$ cat src/rtl/csr_pkg.sv
// Shared definitions for the machine-mode CSR / interrupt unit: CSR
// addresses, operation and FSM encodings, status bit positions, cause codes.
package csr_pkg;

  localparam logic [11:0] CSR_MSTATUS   = 12'h300;
  localparam logic [11:0] CSR_MIE       = 12'h304;
  localparam logic [11:0] CSR_MTVEC     = 12'h305;
  localparam logic [11:0] CSR_MEPC      = 12'h341;
  localparam logic [11:0] CSR_MCAUSE    = 12'h342;
  localparam logic [11:0] CSR_MIP       = 12'h344;
  localparam logic [11:0] CSR_MTIME     = 12'h7C0;
  localparam logic [11:0] CSR_MTIMEH    = 12'h7C1;
  localparam logic [11:0] CSR_MTIMECMP  = 12'h7C2;
  localparam logic [11:0] CSR_MTIMECMPH = 12'h7C3;

  typedef enum logic [1:0] {
    CSR_OP_NONE  = 2'b00,
    CSR_OP_WRITE = 2'b01,
    CSR_OP_SET   = 2'b10,
    CSR_OP_CLEAR = 2'b11
  } csr_op_e;

  typedef enum logic {
    ST_RUN = 1'b0,
    ST_REQ = 1'b1
  } trap_state_e;

  localparam int MSTATUS_MIE    = 3;
  localparam int MSTATUS_MPIE   = 7;
  localparam int CAUSE_TIMER    = 7;
  localparam int CAUSE_EXT_BASE = 16;

  // Value a CSR takes after applying a write/set/clear to its current value.
  function automatic logic [31:0] csr_apply(input csr_op_e op,
                                            input logic [31:0] old_val,
                                            input logic [31:0] wdata);
    case (op)
      CSR_OP_WRITE: return wdata;
      CSR_OP_SET:   return old_val | wdata;
      CSR_OP_CLEAR: return old_val & ~wdata;
      default:      return old_val;
    endcase
  endfunction

endpackage

$ cat src/rtl/irq_sync.sv
// Flop-chain synchroniser for one asynchronous interrupt line.
module irq_sync #(
  parameter int STAGES = 2
) (
  input  logic clk,
  input  logic reset,
  input  logic irq_async,
  output logic irq_sync_o
);

  logic [STAGES-1:0] sync_q;
  logic [STAGES-1:0] sync_d;

  // Shift the raw line in at the bottom of the chain.
  always_comb begin
    sync_d = (sync_q << 1) | STAGES'(irq_async);
  end

  // Chain register, cleared by reset.
  // NOTE: sequential state uses non-blocking assignments so every flop
  // samples pre-edge values regardless of process ordering.
  always_ff @(posedge clk or posedge reset) begin
    if (reset) sync_q <= '0;
    else       sync_q <= sync_d;
  end

  assign irq_sync_o = sync_q[STAGES-1];

endmodule

$ cat src/rtl/csr_irq_unit.sv
// Machine-mode CSR file, 64-bit machine timer, interrupt prioritisation and
// the request/acknowledge trap handshake with the hazard unit.
module csr_irq_unit
  import csr_pkg::*;
#(
  parameter int NUM_IRQ     = 4,
  parameter int SYNC_STAGES = 2,
  parameter int VECTORED_EN = 1,
  parameter int TIMER_EN    = 1
) (
  input  logic               clk,
  input  logic               reset,
  input  logic [11:0]        csr_addr,
  input  logic [31:0]        csr_wdata,
  input  logic [1:0]         csr_op,
  output logic [31:0]        csr_rdata,
  input  logic [NUM_IRQ-1:0] irq,
  input  logic               mret,
  output logic               trap_req,
  output logic [31:0]        trap_pc,
  input  logic               trap_ack,
  input  logic [31:0]        epc,
  output logic [31:0]        ret_pc
);

  // Implemented bits of mie/mip: timer bit plus one bit per external line.
  localparam logic [31:0] IRQ_MASK = ((32'(1) << NUM_IRQ) - 32'd1) << CAUSE_EXT_BASE;
  localparam logic [31:0] IMPL_MASK = IRQ_MASK | (32'(1) << CAUSE_TIMER);

  trap_state_e state_q, state_d;
  logic        mstatus_mie_q, mstatus_mie_d;
  logic        mstatus_mpie_q, mstatus_mpie_d;
  logic [31:0] mie_q, mie_d;
  logic [31:0] mtvec_q, mtvec_d;
  logic [31:0] mepc_q, mepc_d;
  logic [31:0] mcause_q, mcause_d;
  logic [63:0] mtime_q, mtime_d;
  logic [63:0] mtimecmp_q, mtimecmp_d;
  logic [31:0] cause_q, cause_d;
  logic [31:0] trap_pc_q, trap_pc_d;

  logic [NUM_IRQ-1:0] irq_s;
  logic               mtip;
  logic [31:0]        mip;
  logic [31:0]        pending;
  logic [4:0]         irq_code;
  logic [31:0]        vec_base;
  logic [31:0]        vec_pc;
  logic [31:0]        wr_val;

  for (genvar k = 0; k < NUM_IRQ; k++) begin : g_sync
    irq_sync #(.STAGES(SYNC_STAGES)) u_irq_sync (
      .clk       (clk),
      .reset     (reset),
      .irq_async (irq[k]),
      .irq_sync_o(irq_s[k])
    );
  end

  assign mtip = (TIMER_EN != 0) && (mtime_q >= mtimecmp_q);

  // Pending vector and the winning cause code (lowest external index first,
  // timer only when no external line is pending).
  // NOTE: every always_comb output is given a default first, so no path can
  // leave a signal unassigned and infer a latch.
  always_comb begin
    mip = '0;
    mip[CAUSE_TIMER] = mtip;
    mip[CAUSE_EXT_BASE +: NUM_IRQ] = irq_s;
    pending = mip & mie_q & {32{mstatus_mie_q}};
    irq_code = 5'(CAUSE_TIMER);
    for (int k = NUM_IRQ - 1; k >= 0; k--) begin
      if (pending[CAUSE_EXT_BASE + k]) irq_code = 5'(CAUSE_EXT_BASE + k);
    end
  end

  // Handler address: base, plus 4*code when vectored mode is enabled.
  always_comb begin
    vec_base = {mtvec_q[31:2], 2'b00};
    if ((VECTORED_EN != 0) && (mtvec_q[1:0] == 2'b01))
      vec_pc = vec_base + {25'b0, irq_code, 2'b00};
    else
      vec_pc = vec_base;
  end

  // Combinational CSR read of the addressed register.
  always_comb begin
    csr_rdata = '0;
    case (csr_addr)
      CSR_MSTATUS: begin
        csr_rdata[MSTATUS_MIE]  = mstatus_mie_q;
        csr_rdata[MSTATUS_MPIE] = mstatus_mpie_q;
      end
      CSR_MIE:       csr_rdata = mie_q;
      CSR_MTVEC:     csr_rdata = mtvec_q;
      CSR_MEPC:      csr_rdata = mepc_q;
      CSR_MCAUSE:    csr_rdata = mcause_q;
      CSR_MIP:       csr_rdata = mip;
      CSR_MTIME:     csr_rdata = (TIMER_EN != 0) ? mtime_q[31:0]     : '0;
      CSR_MTIMEH:    csr_rdata = (TIMER_EN != 0) ? mtime_q[63:32]    : '0;
      CSR_MTIMECMP:  csr_rdata = (TIMER_EN != 0) ? mtimecmp_q[31:0]  : '0;
      CSR_MTIMECMPH: csr_rdata = (TIMER_EN != 0) ? mtimecmp_q[63:32] : '0;
      default:       csr_rdata = '0;
    endcase
  end

  // Next state: CSR write first, then mret / trap FSM, whose updates to
  // mepc, mcause and mstatus take priority over a same-cycle write.
  always_comb begin
    state_d        = state_q;
    mstatus_mie_d  = mstatus_mie_q;
    mstatus_mpie_d = mstatus_mpie_q;
    mie_d          = mie_q;
    mtvec_d        = mtvec_q;
    mepc_d         = mepc_q;
    mcause_d       = mcause_q;
    mtime_d        = mtime_q + 64'd1;
    mtimecmp_d     = mtimecmp_q;
    cause_d        = cause_q;
    trap_pc_d      = trap_pc_q;
    wr_val         = csr_apply(csr_op_e'(csr_op), csr_rdata, csr_wdata);

    if (csr_op_e'(csr_op) != CSR_OP_NONE) begin
      case (csr_addr)
        CSR_MSTATUS: begin
          mstatus_mie_d  = wr_val[MSTATUS_MIE];
          mstatus_mpie_d = wr_val[MSTATUS_MPIE];
        end
        CSR_MIE:       mie_d = wr_val & IMPL_MASK;
        CSR_MTVEC:     mtvec_d = wr_val;
        CSR_MEPC:      mepc_d = {wr_val[31:2], 2'b00};
        CSR_MCAUSE:    mcause_d = wr_val;
        // A write to either half of mtime suppresses that cycle's increment.
        CSR_MTIME:     mtime_d = {mtime_q[63:32], wr_val};
        CSR_MTIMEH:    mtime_d = {wr_val, mtime_q[31:0]};
        CSR_MTIMECMP:  mtimecmp_d[31:0]  = wr_val;
        CSR_MTIMECMPH: mtimecmp_d[63:32] = wr_val;
        default: ;
      endcase
    end

    case (state_q)
      ST_RUN: begin
        if (mret) begin
          mstatus_mie_d  = mstatus_mpie_q;
          mstatus_mpie_d = 1'b1;
        end else if (pending != '0) begin
          cause_d   = 32'h8000_0000 | {27'b0, irq_code};
          trap_pc_d = vec_pc;
          state_d   = ST_REQ;
        end
      end
      ST_REQ: begin
        if (trap_ack) begin
          mepc_d         = {epc[31:2], 2'b00};
          mcause_d       = cause_q;
          mstatus_mpie_d = mstatus_mie_q;
          mstatus_mie_d  = 1'b0;
          state_d        = ST_RUN;
        end
      end
      default: state_d = ST_RUN;
    endcase
  end

  // Register bank; reset aborts any outstanding request.
  always_ff @(posedge clk or posedge reset) begin
    if (reset) begin
      state_q        <= ST_RUN;
      mstatus_mie_q  <= 1'b0;
      mstatus_mpie_q <= 1'b0;
      mie_q          <= '0;
      mtvec_q        <= '0;
      mepc_q         <= '0;
      mcause_q       <= '0;
      mtime_q        <= '0;
      mtimecmp_q     <= '1;
      cause_q        <= '0;
      trap_pc_q      <= '0;
    end else begin
      state_q        <= state_d;
      mstatus_mie_q  <= mstatus_mie_d;
      mstatus_mpie_q <= mstatus_mpie_d;
      mie_q          <= mie_d;
      mtvec_q        <= mtvec_d;
      mepc_q         <= mepc_d;
      mcause_q       <= mcause_d;
      mtime_q        <= mtime_d;
      mtimecmp_q     <= mtimecmp_d;
      cause_q        <= cause_d;
      trap_pc_q      <= trap_pc_d;
    end
  end

  assign trap_req = (state_q == ST_REQ);
  assign trap_pc  = trap_pc_q;
  assign ret_pc   = mepc_q;

endmodule

$ cat config.mk
export PLATFORM = sky130hd
export DESIGN_NAME = csr_irq_unit
export DESIGN_NICKNAME = d
export VERILOG_FILES = /design/src/rtl/csr_pkg.sv /design/src/rtl/irq_sync.sv /design/src/rtl/csr_irq_unit.sv
export SDC_FILE = /design/constraint.sdc
export NUM_CORES = 1
export LEC_CHECK = 0
export ABC_AREA = 1
export BUFFER_PORTS_ARGS = -buffer_cell sky130_fd_sc_hd__buf_4
export CELL_PAD_IN_SITES_DETAIL_PLACEMENT = 2
export CELL_PAD_IN_SITES_GLOBAL_PLACEMENT = 2
export CORE_MARGIN = 2
export CORE_UTILIZATION = 37
export CTS_CLUSTER_SIZE = 14
export DETAILED_ROUTE_END_ITERATION = 7
export GPL_TIMING_DRIVEN = 1
export PLACE_DENSITY_LB_ADDON = 0.1
export RECOVER_POWER = 100
export SKIP_CTS_REPAIR_TIMING = 1
export SYNTH_ARGS = -nofsm -noshare
export SYNTH_HDL_FRONTEND = slang
export SYNTH_HIERARCHICAL = 1
export SYNTH_SLANG_ARGS = --single-unit
$ cat constraint.sdc
create_clock -name clk -period 14.6 [get_ports clk]
set_input_delay 0.73 -clock clk [delete_from_list [all_inputs] [get_ports clk]]
set_output_delay 0.73 -clock clk [all_outputs]
set_load 0.02 [all_outputs]
# --- After elaboration in Yosys (flattened, before gate mapping) ---
# Index checks and enable logic that the tools add are counted.
op_classes:
  addsub: 2
  n_mul: 0
  div_mod_pow: 0
  magnitude_cmp: 1
  n_eq_ne: 16
  n_shift: 0
  muxes: 35
  n_bitwise: 11
  reduce_logical: 7
op_table:
  columns: ["cell", "count"]
  rows:
  - ["$mux W32", 9]
  - ["$pmux W24 S9", 1]
  - ["$pmux W64 S2", 1]
  - ["$pmux W32 S3", 1]
  - ["$eq A12 B10 Y1 const B", 6]
  - ["$add A64 B1 Y64 const B", 1]
  - ["$ge A64 B64 Y1", 1]
  - ["$mux W64", 1]
  - ["$eq A12 B11 Y1 const B", 4]
  - ["$pmux W3 S7", 2]
  - ["$add A32 B7 Y32", 1]
  - ["$and A20 B32 Y32", 1]
  - ["$and A32 B32 Y32", 1]
  - ["$not A32 Y32", 1]
  - ["$or A32 B32 Y32", 1]
  - ["$reduce_bool A32 Y1", 1]
  - ["$and A20 B20 Y20", 1]
  - ["$mux W5", 4]
  - ["$mux W1", 11]
  - ["$pmux W1 S10", 1]
  - ["$or A2 B1 Y2", 4]
  - ["$pmux W1 S8", 1]
  - ["$reduce_and A2 Y1", 4]
  - ["$pmux W1 S2", 3]
  - ["6 further kinds", 10]
totals:
  reg_bits: 278
  latch_bits: 0
  ram_bits: 0
  mem_bits_ro: 0
  in_bits: 86
  out_inout_bits: 97
  elab_cells: 89
  n_memories: 0

# --- Logic depth before layout (Yosys ltp) ---
logic_depth:
  word_depth: 9
  depth_mapped: 21

# --- By module ---
# The synthesis kept the hierarchy.
by_module_without_submodules:
  columns: ["module", "n_inst", "cells_each", "area_each_um2", "seq_area_each_um2"]
  rows:
  - ["csr_irq_unit", 1, 2427, 17418.0, 6761.5]
  - ["irq_sync", 4, 3, 53.8, 50.0]

# --- Worst setup path after synthesis ---
# OpenSTA, ideal clock, no wires.
synth_path:
  kind: "in2out"
  start: "input csr_addr[9]"
  end: "output csr_rdata[7]"
  arrival_time_ps: 2062
  slack_ps: 11808
  path_stages: 11
  path_buffers: 1
  path_cell_list: "nand2_1 -> inv_1 -> nand3_1 -> nor3_2 -> nand2_1 -> inv_2 -> buf_4 -> nand2_1 -> o21ai_0 -> a2111oi_0 -> nand2_1"
synth_between:
  elab_chain_cells: 2
  elab_cells_between_ends: 11
  classes_between: "eq/ne (10); mux (1)"
synth_rtl:
  columns: ["element", "line", "rtl"]
  rows:
  - ["start, declared", "csr_irq_unit.sv:13", "input logic [11:0] csr_addr,"]
  - ["$eq A12 B11 Y1 (tied with other cells)", "csr_irq_unit.sv:89", "case (csr_addr)"]
  - ["$pmux W1 S10 *", "csr_irq_unit.sv:89", null]
  - ["end, declared", "csr_irq_unit.sv:16", "output logic [31:0] csr_rdata,"]
# Mark *: on every way between the ends. The rest lies on a longest branch, timed or not.

# --- Worst setup path after layout ---
layout_path:
  start: "input csr_addr[5]"
  end: "register mtime_q[36]"
layout_between:
  elab_chain_cells: 6
  elab_cells_between_ends: 14
  classes_between: "eq/ne (8); mux (4); bitwise (2)"
layout_rtl:
  columns: ["element", "line", "rtl"]
  rows:
  - ["$eq A12 B11 Y1 (tied with other cells)", "csr_irq_unit.sv:89", null]
  - ["$pmux W3 S7", "csr_irq_unit.sv:89", null]
  - ["$and A32 B32 Y32 / $or A32 B32 Y32 (equally long branches)", "csr_pkg.sv:40, csr_pkg.sv:39", null]
  - ["$pmux W32 S3", "csr_pkg.sv:37", "case (op)"]
  - ["$pmux W64 S2", "csr_irq_unit.sv:124", "case (csr_addr)"]
  - ["$mux W64", "csr_irq_unit.sv:123", "if (csr_op_e'(csr_op) != CSR_OP_NONE) begin"]
  - ["end signal, assigned", "csr_irq_unit.sv:188", "mtime_q <= mtime_d;"]
  - ["end, declared", "csr_irq_unit.sv:37", "logic [63:0] mtime_q, mtime_d;"]
# Several ways; a longest one is shown, not always the timed one.
# A chain may end at the register's enable or synchronous reset.

==> run_results.csv <==
group,metric,value,unit
run_status,status,"complete, but fails checks",
run_status,violations,"capacitance limit, slew limit",
route,vias,19080,
route,drc_errors,0,
placement,gp_congestion,0.971,
global_route,gr-total-overflow,0,
clocking,cts_buffers,37,
route,detail-route-antenna-nets,0,
synthesis,synthMuxAreaShare,0,%
synthesis,synthCells,2439,
synthesis,synth_area_per_cell,7.23,sq um
worst_setup_path,worstRegToRegCells,13,
worst_setup_path,cp-end-kind,"register",
synthesis,synth_edf_count,0,
die,die_h,222,um
clocking,clock_latency,580,ps
route,drtIter0Drc,1817,
timing,hold_viol,0,
timing,worst_slew_pin_slew,5020,ps
worst_setup_path,start_kind,"input port",
synthesis,synth_area_leaders,"dfrtp_1, nand2_1, dfstp_2",
clocking,root_buffer,"clkbuf_16",
die,ioPinCount,183,
power,peakVddDrop,0.0000798,V
synthesis,synth_xor_area_share,2.78,%
placement,portBuffers,178,
synthesis,synthAdderAreaFrac,5.01,%
global_route,grtUsageTotal,37.8,%
worst_setup_path,r2r_start,"mtimecmp_q[45]",
die,core,46800,sq um
timing,finalMaxSlewViolations,309,
die,die-area,49400,sq um
synthesis,synth.distinct_cells,49,
route,wirelength,93900,um
power,p_leak,9.84,nW
synthesis,ys_ff_latch,275,
timing,fin_crit,7400,ps
synthesis,synth_top_cell_area_share,29.9,%
worst_setup_path,cpMaxStageDelayCell,"clkbuf_1",
timing,rsz0062_at_grt,"no",
worst_setup_path,critPathMaxStageDelay,2120,ps
die,fp-row-count,79,
clocking,cts.path.max_buffers,3,
die,initial_utilization,37.7,%
power,p_switching,856,uW
worst_setup_path,reg2reg_slack,9980,ps
power,p_int,1.56,mW
worst_setup_path,crit_family,"buffers and inverters",
power,clockPowerShare,38.5,%
worst_setup_path,crit_type,"input port to register",
global_route,grt_pass1_vias,20209,
timing,final.setup.tns,0,ps
global_route,grt_pass1_wl,138000,um
power,p_sw_share,35.4,%
synthesis,synthArstFlopShare,100,%
route,wl_per_cell,29.2,um
power,pwr-share-comb,21.1,%
hold_path,hold_class,"input port to asynchronous set/reset pin",
finish,final_layout_size_suffix_gt1_share,9.85,%
finish,post-route-util,43.1,%
global_route,grt_max_degree,167,
timing,relSlewSlack,-237,%
clocking,cts_sinks,275,
clocking,h-tree-depth,2,
worst_setup_path,regToRegEndpoint,"trap_pc[25]",
worst_setup_path,critPathBufInv,5,
synthesis,synth_compound_area_share,17.9,%
synthesis,syn_area,17600,sq um
timing,fmax,135,MHz
synthesis,synth_most_common_cell,"nand2_1",
global_route,antenna_found_initial,4,
placement,postPlaceCellArea,19500,sq um
synthesis,yosys.area.top_type,"dfrtp_1",
timing,fin_crit_sh,50.7,%
finish,layout.nets,2737,
synthesis,ys_seq_area_share,39.5,%
finish,area_growth,14.3,%
finish,final_area,20200,sq um
run,cap_violations,6,
synthesis,synth_top_family_by_area,"simple AND/OR/NAND/NOR gates",
worst_setup_path,critPathArrivalTime,7750,ps
power,p_seq_share,40.4,%
clocking,cts.reportedPaths.clkPinSlew,60,ps
synthesis,yosys.area_share.simple,25.6,%
route,drt_pass1_iterations,5,
die,die_w,222,um
worst_setup_path,critPathRequiredTime,14940,ps
power,power.density,120,nW/um^2
worst_setup_path,crit_chain,"clkbuf_4, nor2_1, nand3_1, nor2_1, nand2_1, nor2_4, clkbuf_1, inv_1, clkbuf_1, nand2_1, inv_1, a21oi_1, o22ai_1",
clocking,cts_tree,"done",
worst_setup_path,cp_max_fo,51,
synthesis,ys.warnings.count,6,
timing,setup_violations,0,
placement,hpwl,70200,um
synthesis,synth_ff_type,"dfrtp_1",
route,vias_per_cell,5.93,
synthesis,netlist_top_cells_count,"nand2_1, inv_1, o21ai_0",
timing,finalClockSkew,28.3,ps
==> layer usage <==
layer / routed length [um] / track usage [%] / vias to the layer above
li1: - / - / 8302
met4: 3770 / 13.8 / 0
met1: 41700 / 52.8 / 9889
met5: 0 / 0 / -
met3: 6560 / 5.24 / 165
met2: 41900 / 59.4 / 724
==> stage by stage <==
| step | hold slack, ps | setup WS (ps) | cells | power, mW |
|---|---|---|---|---|
| final | 81.7 | 7200 | 3218 | 2.42 |
| after global routing | 114 | 7040 | 3217 | 2.51 |
| after CTS | 41.2 | 10210 | 3217 | 2.50 |
| after detailed placement | 340 | 10050 | 3149 | 1.56 |
| after global placement | 343 | 10150 | 3149 | 1.53 |
| after floorplan | 331 | 6620 | 2440 | 1.26 |
==> power by group through the flow <==
stage,clock network (mW),logic (mW),registers (mW)
2_1_floorplan,0,0.210,1.05
3_5_place_dp,0,0.575,0.987
5_1_grt,0.969,0.549,0.990
4_1_cts,0.942,0.583,0.977
3_3_place_gp,0,0.550,0.983
6_report,0.930,0.511,0.978
==> placed cells by master, fill, tap and decap left out, types with 3 or more instances in the layout <==
master / count
nand3_2: 3
o21a_1: 3
buf_4: 91
nor2_4: 5
nor2_1: 182
nor4_1: 15
nor2_2: 8
nand3_1: 81
xor2_1: 51
o211ai_1: 18
inv_2: 6
a22oi_1: 14
inv_1: 309
o22ai_1: 53
nor3_2: 3
clkbuf_1: 114
a31oi_1: 5
nor3_1: 50
xnor2_1: 5
clkbuf_4: 4
o221ai_1: 9
nand4_1: 36
nand2_1: 648
clkbuf_16: 39
clkinv_2: 6
o21ai_0: 268
clkbuf_8: 8
o21bai_1: 5
nor3_4: 3
dfstp_2: 64
a21o_1: 3
o21ai_1: 3
ha_1: 69
a21oi_1: 184
dfrtp_1: 211
a22o_1: 4
nand2_2: 10
==> registers in the layout, summed over array words and instances (netlist names) <==
| register | cells |
|---|---|
| trap_req | 1 |
| mstatus_mie_q | 1 |
| ret_pc | 32 |
| mtimecmp_q | 64 |
| mcause_q | 32 |
| mstatus_mpie_q | 1 |
| mtvec_q | 32 |
| mie_q | 5 |
| mtime_q | 64 |
| g_sync.u_irq_sync/sync_q | 8 |
| trap_pc | 30 |
| cause_q | 5 |
==> kinds of logic (layout without fill, tap and decap cells) <==
group,Yosys count,in the layout
AND/OR/NAND/NOR,1048,1048
AO/OA/AOI/OAI,577,577
XOR/XNOR,56,56
adder cells (fa/ha/maj),70,70
buffers and inverters,412,582
other,1,3
flip-flops,275,275
==> how the worst max path moves through the flow <==
stage                        end            from  slack, ps  cells past startpoint
finish               mtime_q[36]     csr_addr[5]       7200                     13
global route         mtime_q[36]     csr_addr[5]       7040                     13
CTS                 csr_rdata[7]  mtimecmp_q[47]      10210                     11
detailed placement    mtime_q[4]     csr_addr[3]      10050                     15
global placement      mtime_q[4]     csr_addr[5]      10150                     15
floorplan             cause_q[0]           reset       6620                      1
==> final cells by class <==
class | instances | area [sq um]
tap | 607 | 759
timing repair buffer | 198 | 1120
multi-input combinational | 1753 | 8920
inverter | 316 | 1190
sequential | 275 | 6960
clock inverter | 9 | 76.3
clock buffer | 59 | 1130
antenna | 1 | 2.50
fill | 5591 | 26600
Power figures use the tool's default switching activity.
